[src/rtl/tx_request_arbiter.sv]
// Round-robin arbiter that shares one data_transmitter among N_REQ requesters.
// It latches the winner's word, strobes tx_send, tracks tx_busy, and returns done or error to the winner.
module tx_request_arbiter #(
  parameter int N_REQ         = 4,
  parameter int DATA_W        = 64,
  parameter int START_TIMEOUT = 255
) (
  input  logic                    clk,
  input  logic                    rst_n,
  input  logic [N_REQ-1:0]        req,
  input  logic [N_REQ*DATA_W-1:0] req_data,
  output logic [N_REQ-1:0]        grant,
  output logic [N_REQ-1:0]        done,
  output logic [N_REQ-1:0]        error,
  output logic                    tx_send,
  output logic [DATA_W-1:0]       tx_data,
  input  logic                    tx_busy,
  output logic                    arb_busy
);

  localparam int IDX_W = (N_REQ > 1) ? $clog2(N_REQ) : 1;
  localparam int TMR_W = $clog2(START_TIMEOUT + 1);

  typedef enum logic [2:0] {
    IDLE       = 3'd0,
    LAUNCH     = 3'd1,
    WAIT_START = 3'd2,
    WAIT_DONE  = 3'd3,
    COMPLETE   = 3'd4
  } state_t;

  state_t             state_reg, state_next;
  logic [IDX_W-1:0]   owner_reg, owner_next;
  logic [IDX_W-1:0]   last_grant_reg, last_grant_next;
  logic [TMR_W-1:0]   timer_reg, timer_next;
  logic [N_REQ-1:0]   grant_reg, grant_next;
  logic [N_REQ-1:0]   done_reg, done_next;
  logic [N_REQ-1:0]   error_reg, error_next;
  logic               tx_send_reg, tx_send_next;
  logic [DATA_W-1:0]  tx_data_reg, tx_data_next;
  logic               arb_busy_reg, arb_busy_next;

  logic [N_REQ*IDX_W-1:0] rot_idx;
  logic [N_REQ-1:0]       rot_req;
  logic [N_REQ-1:0]       winner_onehot;
  logic [IDX_W-1:0]       winner;
  logic                   winner_valid;
  logic [DATA_W-1:0]      winner_data;
  logic                   launch_now;
  logic                   timeout_hit;

  // Slot gi of the rotated view is the requester gi+1 places after the last grant.
  genvar gi;
  generate
    for (gi = 0; gi < N_REQ; gi++) begin : g_rot
      assign rot_idx[gi*IDX_W +: IDX_W] = IDX_W'((int'(last_grant_reg) + gi + 1) % N_REQ);
      assign rot_req[gi]                = req[rot_idx[gi*IDX_W +: IDX_W]];
      assign winner_onehot[gi]          = (winner == IDX_W'(gi));
    end
  endgenerate

  always_comb begin
    winner       = '0;
    winner_valid = 1'b0;
    for (int k = N_REQ - 1; k >= 0; k--) begin
      if (rot_req[k]) begin
        winner       = rot_idx[k*IDX_W +: IDX_W];
        winner_valid = 1'b1;
      end
    end
  end

  assign winner_data = req_data[int'(winner)*DATA_W +: DATA_W];
  assign launch_now  = winner_valid && !tx_busy;
  // Fires so that error becomes visible START_TIMEOUT cycles after tx_send.
  assign timeout_hit = (int'(timer_reg) + 1) >= (START_TIMEOUT - 1);

  always_ff @(posedge clk or negedge rst_n) begin
    if (!rst_n) begin
      state_reg      <= IDLE;
      owner_reg      <= '0;
      last_grant_reg <= IDX_W'(N_REQ - 1);
      timer_reg      <= '0;
      grant_reg      <= '0;
      done_reg       <= '0;
      error_reg      <= '0;
      tx_send_reg    <= 1'b0;
      tx_data_reg    <= '0;
      arb_busy_reg   <= 1'b0;
    end else begin
      state_reg      <= state_next;
      owner_reg      <= owner_next;
      last_grant_reg <= last_grant_next;
      timer_reg      <= timer_next;
      grant_reg      <= grant_next;
      done_reg       <= done_next;
      error_reg      <= error_next;
      tx_send_reg    <= tx_send_next;
      tx_data_reg    <= tx_data_next;
      arb_busy_reg   <= arb_busy_next;
    end
  end

  always_comb begin
    state_next = state_reg;
    case (state_reg)
      IDLE:       if (launch_now) state_next = LAUNCH;
      LAUNCH:     state_next = WAIT_START;
      WAIT_START: begin
        if (tx_busy)          state_next = WAIT_DONE;
        else if (timeout_hit) state_next = IDLE;
      end
      WAIT_DONE:  if (!tx_busy) state_next = COMPLETE;
      COMPLETE:   state_next = IDLE;
      default:    state_next = IDLE;
    endcase
  end

  always_comb begin
    owner_next      = owner_reg;
    last_grant_next = last_grant_reg;
    timer_next      = timer_reg;
    grant_next      = grant_reg;
    done_next       = '0;
    error_next      = '0;
    tx_send_next    = 1'b0;
    tx_data_next    = tx_data_reg;
    arb_busy_next   = (state_next != IDLE);
    case (state_reg)
      IDLE: begin
        grant_next = '0;
        if (launch_now) begin
          owner_next   = winner;
          grant_next   = winner_onehot;
          tx_data_next = winner_data;
          tx_send_next = 1'b1;
        end
      end
      LAUNCH: timer_next = '0;
      WAIT_START: begin
        if (!tx_busy) begin
          if (timer_reg < TMR_W'(START_TIMEOUT)) timer_next = timer_reg + 1'b1;
          if (timeout_hit) begin
            error_next      = grant_reg;
            grant_next      = '0;
            last_grant_next = owner_reg;
          end
        end
      end
      COMPLETE: begin
        done_next       = grant_reg;
        grant_next      = '0;
        last_grant_next = owner_reg;
      end
      default: ;
    endcase
  end

  assign grant    = grant_reg;
  assign done     = done_reg;
  assign error    = error_reg;
  assign tx_send  = tx_send_reg;
  assign tx_data  = tx_data_reg;
  assign arb_busy = arb_busy_reg;

endmodule
[config.mk]
export PLATFORM = sky130hd
export DESIGN_NAME = tx_request_arbiter
export DESIGN_NICKNAME = d
export VERILOG_FILES = /design/src/rtl/tx_request_arbiter.sv
export SDC_FILE = /design/constraint.sdc
export NUM_CORES = 1
export LEC_CHECK = 0
export CAP_MARGIN = 25
export CORE_AREA = 2 2 133 135
export DETAILED_ROUTE_END_ITERATION = 12
export DIE_AREA = 0 0 135 137
export GPL_ROUTABILITY_DRIVEN = 0
export HOLD_SLACK_MARGIN = 0.15
export PLACE_DENSITY = 0.84
export SETUP_SLACK_MARGIN = 0.1
export SLEW_MARGIN = 40
export SYNTH_ARGS = -nofsm -noshare
export SYNTH_HDL_FRONTEND = slang
export SYNTH_SLANG_ARGS = --single-unit
[constraint.sdc]
create_clock -name clk -period 2.3 [get_ports clk]
set_input_delay 0.46 -clock clk [delete_from_list [all_inputs] [get_ports clk]]
set_output_delay 0.46 -clock clk [all_outputs]
set_load 0.01 [all_outputs]
==> results of run 1 <==
==> layout by cell type (no fill, tap or decap), drive strengths merged, types with 2 or more instances in the layout <==
cell type / count
nor3b: 2
nor2: 12
ha: 2
clkbuf: 9
inv: 7
o21ai: 15
o221ai: 64
o22ai: 2
nor4: 2
o21a: 3
nor2b: 3
nand2b: 3
clkdlybuf4s50: 339
and3: 6
nor3: 5
dfrtp: 91
clkinv: 3
and2: 5
nand4: 5
nand3: 4
buf: 44
o31ai: 2
a22oi: 2
mux2i: 129
o211ai: 4
nand2: 83
nand3b: 2
mux2: 3
dfstp: 2
a21oi: 9
==> timing repair <==
| item | 4_1_cts | 5_1_grt |
|---|---|---|
| hold buffers | 1 | 0 |
| gates resized for setup | 4 | 5 |
| setup buffers | 0 | 2 |
| hold endpoints to repair | 23 | 0 |
| setup endpoints to repair | 7 | 8 |
| pin swaps | 0 | 3 |
==> worst max-delay path by stage <==
stage                                   from                      end  slack [ps]  depth (start not counted)
global placement                      req[0]  tx_data[60]$_DFFE_PN0P_         -30                          7
CTS                 timer_reg[0]$_DFFE_PN0P_     grant[0]$_DFFE_PN0P_         120                          6
global route        timer_reg[0]$_DFFE_PN0P_     grant[0]$_DFFE_PN0P_          70                          7
detailed placement                    req[1]  tx_data[33]$_DFFE_PN0P_         -80                          7
floorplan           timer_reg[0]$_DFFE_PN0P_     grant[0]$_DFFE_PN0P_          70                          9
finish              timer_reg[1]$_DFFE_PN0P_     grant[0]$_DFFE_PN0P_         150                          7
==> metrics by stage <==
step / cell area [sq um] / setup TNS, ps / setup WS [ps]
after detailed placement: 9350 / -369 / -76.8
after CTS: 9680 / 0 / 123
final: 9720 / 0 / 151
after global routing: 9720 / 0 / 68.7
after floorplan: 5380 / 0 / 67.1
after global placement: 9350 / -55.8 / -27.3
==> cell families (layout without fill, tap and decap cells) <==
family                   Yosys count  in the layout  synth area share, %
AND/OR/NAND/NOR                  134            134                 11.4
multiplexers                     132            132                 24.8
AO/OA/AOI/OAI                    108            108                 15.7
flip-flops                        93             93                 43.5
buffers and inverters             47            405                 3.83
adder cells (fa/ha/maj)            2              2                0.467
XOR/XNOR                           2              2                0.327
==> final cells by class <==
type	instances	area [sq um]	area share [%]
Clock inverter	7	73.8	0.760
Timing Repair Buffer	384	3900	40.1
Sequential cell	93	2330	24.0
Clock buffer	9	225	2.32
Multi-Input combinational cell	378	2890	29.7
Inverter	5	18.8	0.193
Tap cell	225	282	2.90
==> critical path, delay by kind of cell, from the launching register on <==
kind            cells  cell delay [ps]
compound gates      2              320
fa+ha+maj           1              210
buf+inv             2              160
flops               1              460
mux                 1              300
simple gates        1              570
==> routing by layer <==
layer | global-route usage (%) | up-vias
met4 | 8.51 | 0
met2 | 36.2 | 265
met1 | 24.2 | 2706
met3 | 6.19 | 39
met5 | 0 | -
li1 | - | 2663
==> power by group through the flow <==
stage / combinational, mW / clock, mW / sequential, mW
global placement: 3.80 / 0 / 2.64
floorplan: 1.45 / 0 / 2.86
CTS: 3.91 / 1.58 / 2.65
detailed placement: 3.88 / 0 / 2.67
finish: 3.90 / 1.53 / 2.66
global route: 4.23 / 1.63 / 2.74
==> qor.txt, run 1 <==
WHS Endpoint: tx_data[58]$_DFFE_PN0P_
Crit path largest cell delay: 570 ps
Antenna Violating Nets Remaining: 0
Die Area: 0.0185 sq mm
detailed-route wire length: 19.7 mm
GRT Residual Overflow: 0
unique cell type count in the Yosys netlist: 47
wire length per cell: 17.9 um
initial antenna violation count: 0
Hold Crit Depth: 2
type of the worst setup path: reg -> reg
Met3 Wirelength: 1.76 mm
Hold Path Class: reg -> reg
# Max-Cap Violations: 0
# fillers: 1465
crit end category: flip-flop
sequential power share: 32.9%
post-synth top area share: 42.5%
Post-synth EDFFs: 0
clock share of power: 18.9%
Pwr Density: 832 mW/mm^2
Logic pwr share: 48.2%
post-synth top area cell: dfrtp_1
CP max stage cell: or4_4
diode count: 0
dominant cell by count in the synthesized netlist: mux2i_1
Worst EP required: 2530 ps
placed cells: 1082
Seq/Total Area, Yosys: 43.5%
vias per cell: 5.15
layout cells sized above 1: 9.47%
pin slew with the least headroom to its limit: 454 ps
synth cell count leaders: mux2i_1 (129), dfrtp_1 (91), nand2_1 (83), o221ai_1 (64), clkbuf_1 (27)
drt first pass iters: 4
Warnings, synthesis: 0
Post-route DRC: 0
syn_nets: 783
status: finished, final reports clean
setup repair after global routing missed its margin: true
P_sw: 2.77 mW
clk sinks: 93
min cycle time layout: 2150 ps
Worst R2R Path Depth: 7
Core ar.: 0.0171 sq mm
Rows: 48
post-layout util: 57.0%
largest net degree at the start of global routing: 50
Via Count: 5673
Pleak: 3.97 nW
H-Tree Depth: 3
Syn Inst Count: 518
Setup Skew: 10.1 ps
Tot Pwr: 8.08 mW
R2R Path End: grant[0]$_DFFE_PN0P_
Top Metal Used: met4
fraction of registers with async set/reset: 100%
CP max FO: 6
vias in the first global route: 5875
wl on met1: 7.60 mm
Yosys reg bits: 93
Area contributors post-synth: dfrtp_1 (43%), mux2i_1 (24%), o221ai_1 (10%)
Sw Share: 34.3%
global-route wire length before repair: 30.4 mm
Worst slew margin: 69.4%
clk slew on worst S/H paths: 70 ps
Longest Clk Path Bufs: 2
Final Cycle Share: 93.4%
TritonCTS clock tree: built
Post-Syn Area: 0.00535 sq mm
Setup violations, final: 0
GRT Util Overall: 20.9%
Worst path most repeated cell: inv_1
final hold viol count: 0
Initial DRC Count: 202
Nets: 1136
met2 WL: 9.86 mm
CP arrival: 2380 ps
number of CTS-inserted buffers: 9
Post-DP HPWL: 15.3 mm
Die Wd: 135 um
max FFs per register: 64
fin cells: 1101
hold_ws: 485 ps
Starting Density: 31.4%
Die Height: 137 um
Clock Latency Late Sink: 350 ps
Port Buffers: 340
Min-Delay Startpoint: tx_data[58]$_DFFE_PN0P_
Ports: 341
Root Driver: clkbuf_16
Area Growth Syn to Fin: 81.5%
pins over their slew limit: 0
maximum vdd drop: 0.384 mV
Synth Flop Type: dfrtp_1
CP Launch Type: flip-flop
Worst R2R Start: timer_reg[1]$_DFFE_PN0P_
critical path cell sequence: inv_1, ha_4, inv_1, o211ai_1, or4_4, o21a_4, mux2_4
internal power: 5.31 mW
Mean Syn Cell Area: 10.3 sq um
R2R Setup Slk: 150 ps
Max Fclk: 0.465 GHz
(Power assumes the default switching activity.)
==> run 2: changes to the inputs <==
--- a/config.mk
+++ b/config.mk
@@ -12,8 +12,9 @@
 export GPL_ROUTABILITY_DRIVEN = 0
 export HOLD_SLACK_MARGIN = 0.15
 export PLACE_DENSITY = 0.84
-export SETUP_SLACK_MARGIN = 0.1
+export SETUP_SLACK_MARGIN = 0.15
 export SLEW_MARGIN = 40
 export SYNTH_ARGS = -nofsm -noshare
 export SYNTH_HDL_FRONTEND = slang
 export SYNTH_SLANG_ARGS = --single-unit
+export TNS_END_PERCENT = 50
==> run 2 against run 1 <==
Against the previous run: sequential cell count is the same; global-route usage is essentially flat; via count grew 0.58%; count of clock-buffer cells in the layout increased by 2.
==> qor.txt, run 2 (synthesis results as in run 1) <==
status: finished, final reports clean
maximum vdd drop: 0.477 mV (+24%)
Port Buffers: 340 (unchanged)
Longest Clk Path Bufs: 2 (unchanged)
Die Height: 137 um (unchanged)
Initial DRC Count: 218 (+7.9%)
max FFs per register: 64 (unchanged)
largest net degree at the start of global routing: 47 (-6.0%)
commonest cells after routing, fill and taps aside: clkdlybuf4s50_1 (339), mux2i_1 (127), dfrtp_1 (88)
Ports: 341 (unchanged)
pre-CTS WS: -134 ps (-57.1 ps)
DP Area: 0.00929 sq mm (-0.70%)
Root Driver: clkbuf_16
number of CTS-inserted buffers: 9 (unchanged)
final hold viol count: 0 (unchanged)
Antenna Violating Nets Remaining: 0 (unchanged)
TritonCTS clock tree: built
Pleak: 4.00 nW (+0.73%)
GRT Util Overall: 20.8% (-0.045 points)
Starting Density: 31.4% (unchanged)
Worst EP required: 2530 ps (about the same)
setup ws final: 95.2 ps (-55.9 ps)
Hold Path Class: reg -> reg
fin cells: 1106 (+0.45%)
post-layout util: 57.4% (+0.45 points)
R2R Setup Slk: 100 ps (-60 ps)
Post-DP HPWL: 15.6 mm (+1.5%)
hold_ws: 488 ps (+3.29 ps)
Worst slew margin: 65.1% (-4.3 points)
GRT Residual Overflow: 0 (unchanged)
CP arrival: 2430 ps (+50 ps)
initial antenna violation count: 0 (unchanged)
drt first pass iters: 4 (unchanged)
crit end category: flip-flop
vias in the first global route: 5698 (-3.0%)
clk slew on worst S/H paths: 70 ps (about the same)
vias per cell: 5.16 (+0.13%)
global-route wire length before repair: 29.8 mm (-1.9%)
Nets: 1141 (+0.44%)
fin area: 0.00980 sq mm (+0.80%)
clk sinks: 93 (unchanged)
Via Count: 5706 (+0.58%)
Final Cycle Share: 95.9% (+2.4 points)
Clock Latency Late Sink: 340 ps (about the same)
detailed-route wire length: 20.7 mm (+4.9%)
Die Wd: 135 um (unchanged)
wire length per cell: 18.7 um (+4.4%)
Post-route DRC: 0 (unchanged)
pin slew with the least headroom to its limit: 523 ps (+69.6 ps)
layout cells sized above 1: 10.3% (+0.85 points)
# Max-Cap Violations: 0 (unchanged)
Max Fclk: 0.454 GHz (-2.5%)
Die Area: 0.0185 sq mm (unchanged)
Setup violations, final: 0 (unchanged)
Tot Pwr: 8.19 mW (+1.4%)
Pwr Density: 836 mW/mm^2 (+0.56%)
Rows: 48 (unchanged)
pins over their slew limit: 0 (unchanged)
type of the worst setup path: reg -> reg
diode count: 0 (unchanged)
min cycle time layout: 2200 ps (+55.9 ps)
TNS Setup: 0 ps (unchanged)
Core ar.: 0.0171 sq mm (unchanged)
setup repair after global routing missed its margin: true
CP Launch Type: flip-flop
commonest non-fill, non-tap cell in the layout: clkdlybuf4s50_1
placed cells: 1080 (-0.18%)
Setup Skew: 7.98 ps (-2.11 ps)
H-Tree Depth: 3 (unchanged)
CP max FO: 7 (+1)
Area Growth Syn to Fin: 83.0%
==> run 2: worst max-delay path: stages (launching register included) <==
cell	delay (ps)
dfrtp_2	470
ha_4	220
nor3b_4	220
a211oi_2	120
or4_4	530
o21a_4	240
mux2_4	290
==> run 2: per-layer routing <==
layer	part of all wire, %	GRT usage (%)
met1	38	24.6
met2	52	37.2
met3	7.3	4.04
met4	2.7	8.56
met5	0	0
==> run 2: final timing paths <==
path                                                from                      end  cells after the start
worst max-delay path            timer_reg[0]$_DFFE_PN0P_     grant[3]$_DFFE_PN0P_                      6
worst min-delay path             tx_data[45]$_DFFE_PN0P_  tx_data[45]$_DFFE_PN0P_                      2
worst max register to register  timer_reg[0]$_DFFE_PN0P_     grant[3]$_DFFE_PN0P_                      6
worst min register to register   tx_data[45]$_DFFE_PN0P_  tx_data[45]$_DFFE_PN0P_                      2
max in group asynchronous                          rst_n  tx_data[45]$_DFFE_PN0P_                      3
min in group asynchronous                          rst_n   tx_data[1]$_DFFE_PN0P_                      2
==> run 2: cell type report <==
type / count / area, sq um
clock buffers: 11 / 243
clock inverters: 5 / 58.8
fillers: 1455 / 7260
inverters: 5 / 18.8
multi-input cells: 378 / 2930
flip-flops and latches: 93 / 2330
well taps: 225 / 282
repair buffers: 389 / 3930
==> run 2: what timing repair did <==
item	in CTS	in global routing
resized for setup	4	15
setup endpoints to repair	10	57
hold endpoints to repair	34	0
cloned	0	3
pin swaps	0	2
hold buffers	1	0
setup buffers	2	4
==> run 2: report_power, final <==
group | total, mW | leakage [nW] | internal [mW] | switching [mW]
Sequential | 2.67 | 1.18 | 2.25 | 0.423
Clock | 1.54 | 0.142 | 0.876 | 0.668
Combinational | 3.98 | 2.67 | 2.24 | 1.74
Total | 8.19 | 4.00 | 5.36 | 2.83
==> RTL change, RTL diff (settings of run 2) <==
Encoding of `state_t`: now one-hot (5 bits for 5 states).
--- a/src/rtl/tx_request_arbiter.sv
+++ b/src/rtl/tx_request_arbiter.sv
@@ -22,10 +22,10 @@
   localparam int TMR_W = $clog2(START_TIMEOUT + 1);
 
-  typedef enum logic [2:0] {
-    IDLE       = 3'd0,
-    LAUNCH     = 3'd1,
-    WAIT_START = 3'd2,
-    WAIT_DONE  = 3'd3,
-    COMPLETE   = 3'd4
+  typedef enum logic [4:0] {
+    IDLE       = 5'b00001,
+    LAUNCH     = 5'b00010,
+    WAIT_START = 5'b00100,
+    WAIT_DONE  = 5'b01000,
+    COMPLETE   = 5'b10000
   } state_t;
 
Function: no difference found for any inputs over 4 cycles, from zero or initial values and one cycle with rst_n low; so few cycles prove little.
==> RTL change against run 2 <==
Hold slack worse by 0.0044 ns; synthesized area grew 0.65%; worst setup slack improved by 0.083 ns; sequential cell count grew 2; total power increased by 13%; critical path type unchanged; wire length fell by 3.8%; final area increased by 1.1%; first-iteration DRC count grew 30%.
==> RTL change: results (changes against run 2) <==
critical_path:
  cp_max_fo: 8  # +1
  crit_family: "compound AO/OA/AOI/OAI gates"
  arrival_ns: 2.36  # -0.07 ns
  r2r_slack_ns: 0.18  # +0.08 ns
  reg2reg_from: "timer_reg[1]"
  cpPeakStageDelay_ns: 0.43  # -0.10 ns
placement:
  dpl_worst_slack_ns: -0.0829  # +0.0510 ns
  dpl.hpwl_microns: 15500  # -0.64%
sta:
  skew_ns: 0.00993  # +0.00195 ns
  worstMarginPinSlew_ns: 0.493  # -0.0305 ns
global_route:
  grt_usage: 0.211  # +0.00237
  grt_pass1_wl_microns: 30500  # +2.6%
  grt_pass1_vias: 5884  # +3.3%
  met1_usage: 0.253  # +0.00690
  use_met2: 0.371  # -0.000846
  use_met3: 0.0556  # +0.0152
worst_hold_path:
  hold_start: "tx_data[19]"
  min_to: "tx_data[19]"
route:
  wl_microns: 19900  # -3.8%
  vias_per_cell: 5.09  # -1.3%
  drt_iter0_drc: 284  # +30%
  vias: 5660  # -0.81%
logic_synthesis:
  avgSynthCellArea_sq_um: 10.5  # +2.0%
  yosys-top-cells-count: "mux2i_1 (129), dfrtp_1 (92), nand2_1 (76)"
  synth.net_count: 776  # -0.89%
power:
  p_leak_nw: 4.30  # +7.5%
  vdd_drop_max_mv: 0.505  # +5.9%
final_layout:
  fillers: 1437  # -1.2%
  nNetsFinal: 1146  # +0.44%
  stdcell_area_sq_um: 9900  # +1.1%
outcome:
  outcome: "complete, no violations"
[RTL change: changes by cell type after synthesis, moves of 3 or more]
cell,change
a21oi_1,-3
o211ai_1,-3
nand4_1,-3
clkbuf_1,+5
buf_2,-6
and3_1,-6
o41ai_1,+3
nand2_1,-7
and4b_1,+3
and2_1,+5
nor2_1,+5
[RTL change: cell type report]
cell class	count	share of cell area
well taps	225	0.0284
multi-input cells	374	0.298
inverters	6	0.00227
clock buffers	9	0.0227
flip-flops and latches	95	0.241
clock inverters	7	0.00695
repair buffers	395	0.401
[RTL change: worst max-delay path by stage]
stage | depth (start not counted) | slack (ns) | to | from
floorplan | 6 | 0.17 | grant[0] | timer_reg[2]
global route | 6 | 0.09 | grant[0] | timer_reg[1]
finish | 6 | 0.18 | grant[2] | timer_reg[1]
detailed placement | 8 | -0.08 | tx_data[37] | req[3]
global placement | 8 | -0.06 | tx_data[13] | req[0]
CTS | 8 | 0.16 | grant[2] | timer_reg[0]
[RTL change: power breakdown]
group / internal (mW) / total (mW) / switching (mW)
clock: 0.759 / 1.50 / 0.739
sequential: 2.34 / 2.74 / 0.402
combinational: 2.82 / 5.05 / 2.23
total: 5.91 / 9.29 / 3.37
[RTL change: kinds of logic after synthesis]
| family | share of synthesized area |
|---|---|
| adder cells (fa/ha/maj) | 0.00464 |
| flip-flops | 0.442 |
| AO/OA/AOI/OAI | 0.151 |
| XOR/XNOR | 0.00650 |
| multiplexers | 0.252 |
| AND/OR/NAND/NOR | 0.113 |
| buffers and inverters | 0.0302 |
[RTL change: tightest hold or removal path: stages (launching register included)]
cell and delay [ns]:
dfrtp_1 0.34, nand2_1 0.05, o221ai_1 0.06
[RTL change: routing by layer]
metal	wire length, microns	share of wire	vias up
met5	0	0	-
met2	10300	0.52	239
li1	-	-	2660
met3	1290	0.065	28
met1	8000	0.40	2733
met4	340	0.017	0
[RTL change: per-stage QoR]
step                TNS [ns]  hold WS [ns]
finish                     0         0.484
global placement      -0.266         0.447
detailed placement     -1.45         0.450
global route               0         0.503
CTS                        0         0.487
floorplan                  0         0.164
[RTL change: timing repair]
action | in CTS | in global routing
hold buffers | 1 | 0
cloned | 0 | 0
pin swaps | 2 | 2
buffers inserted | 1 | 0
hold endpoints to repair | 33 | 0
setup endpoints to repair | 70 | 71
resized for setup | 8 | 14
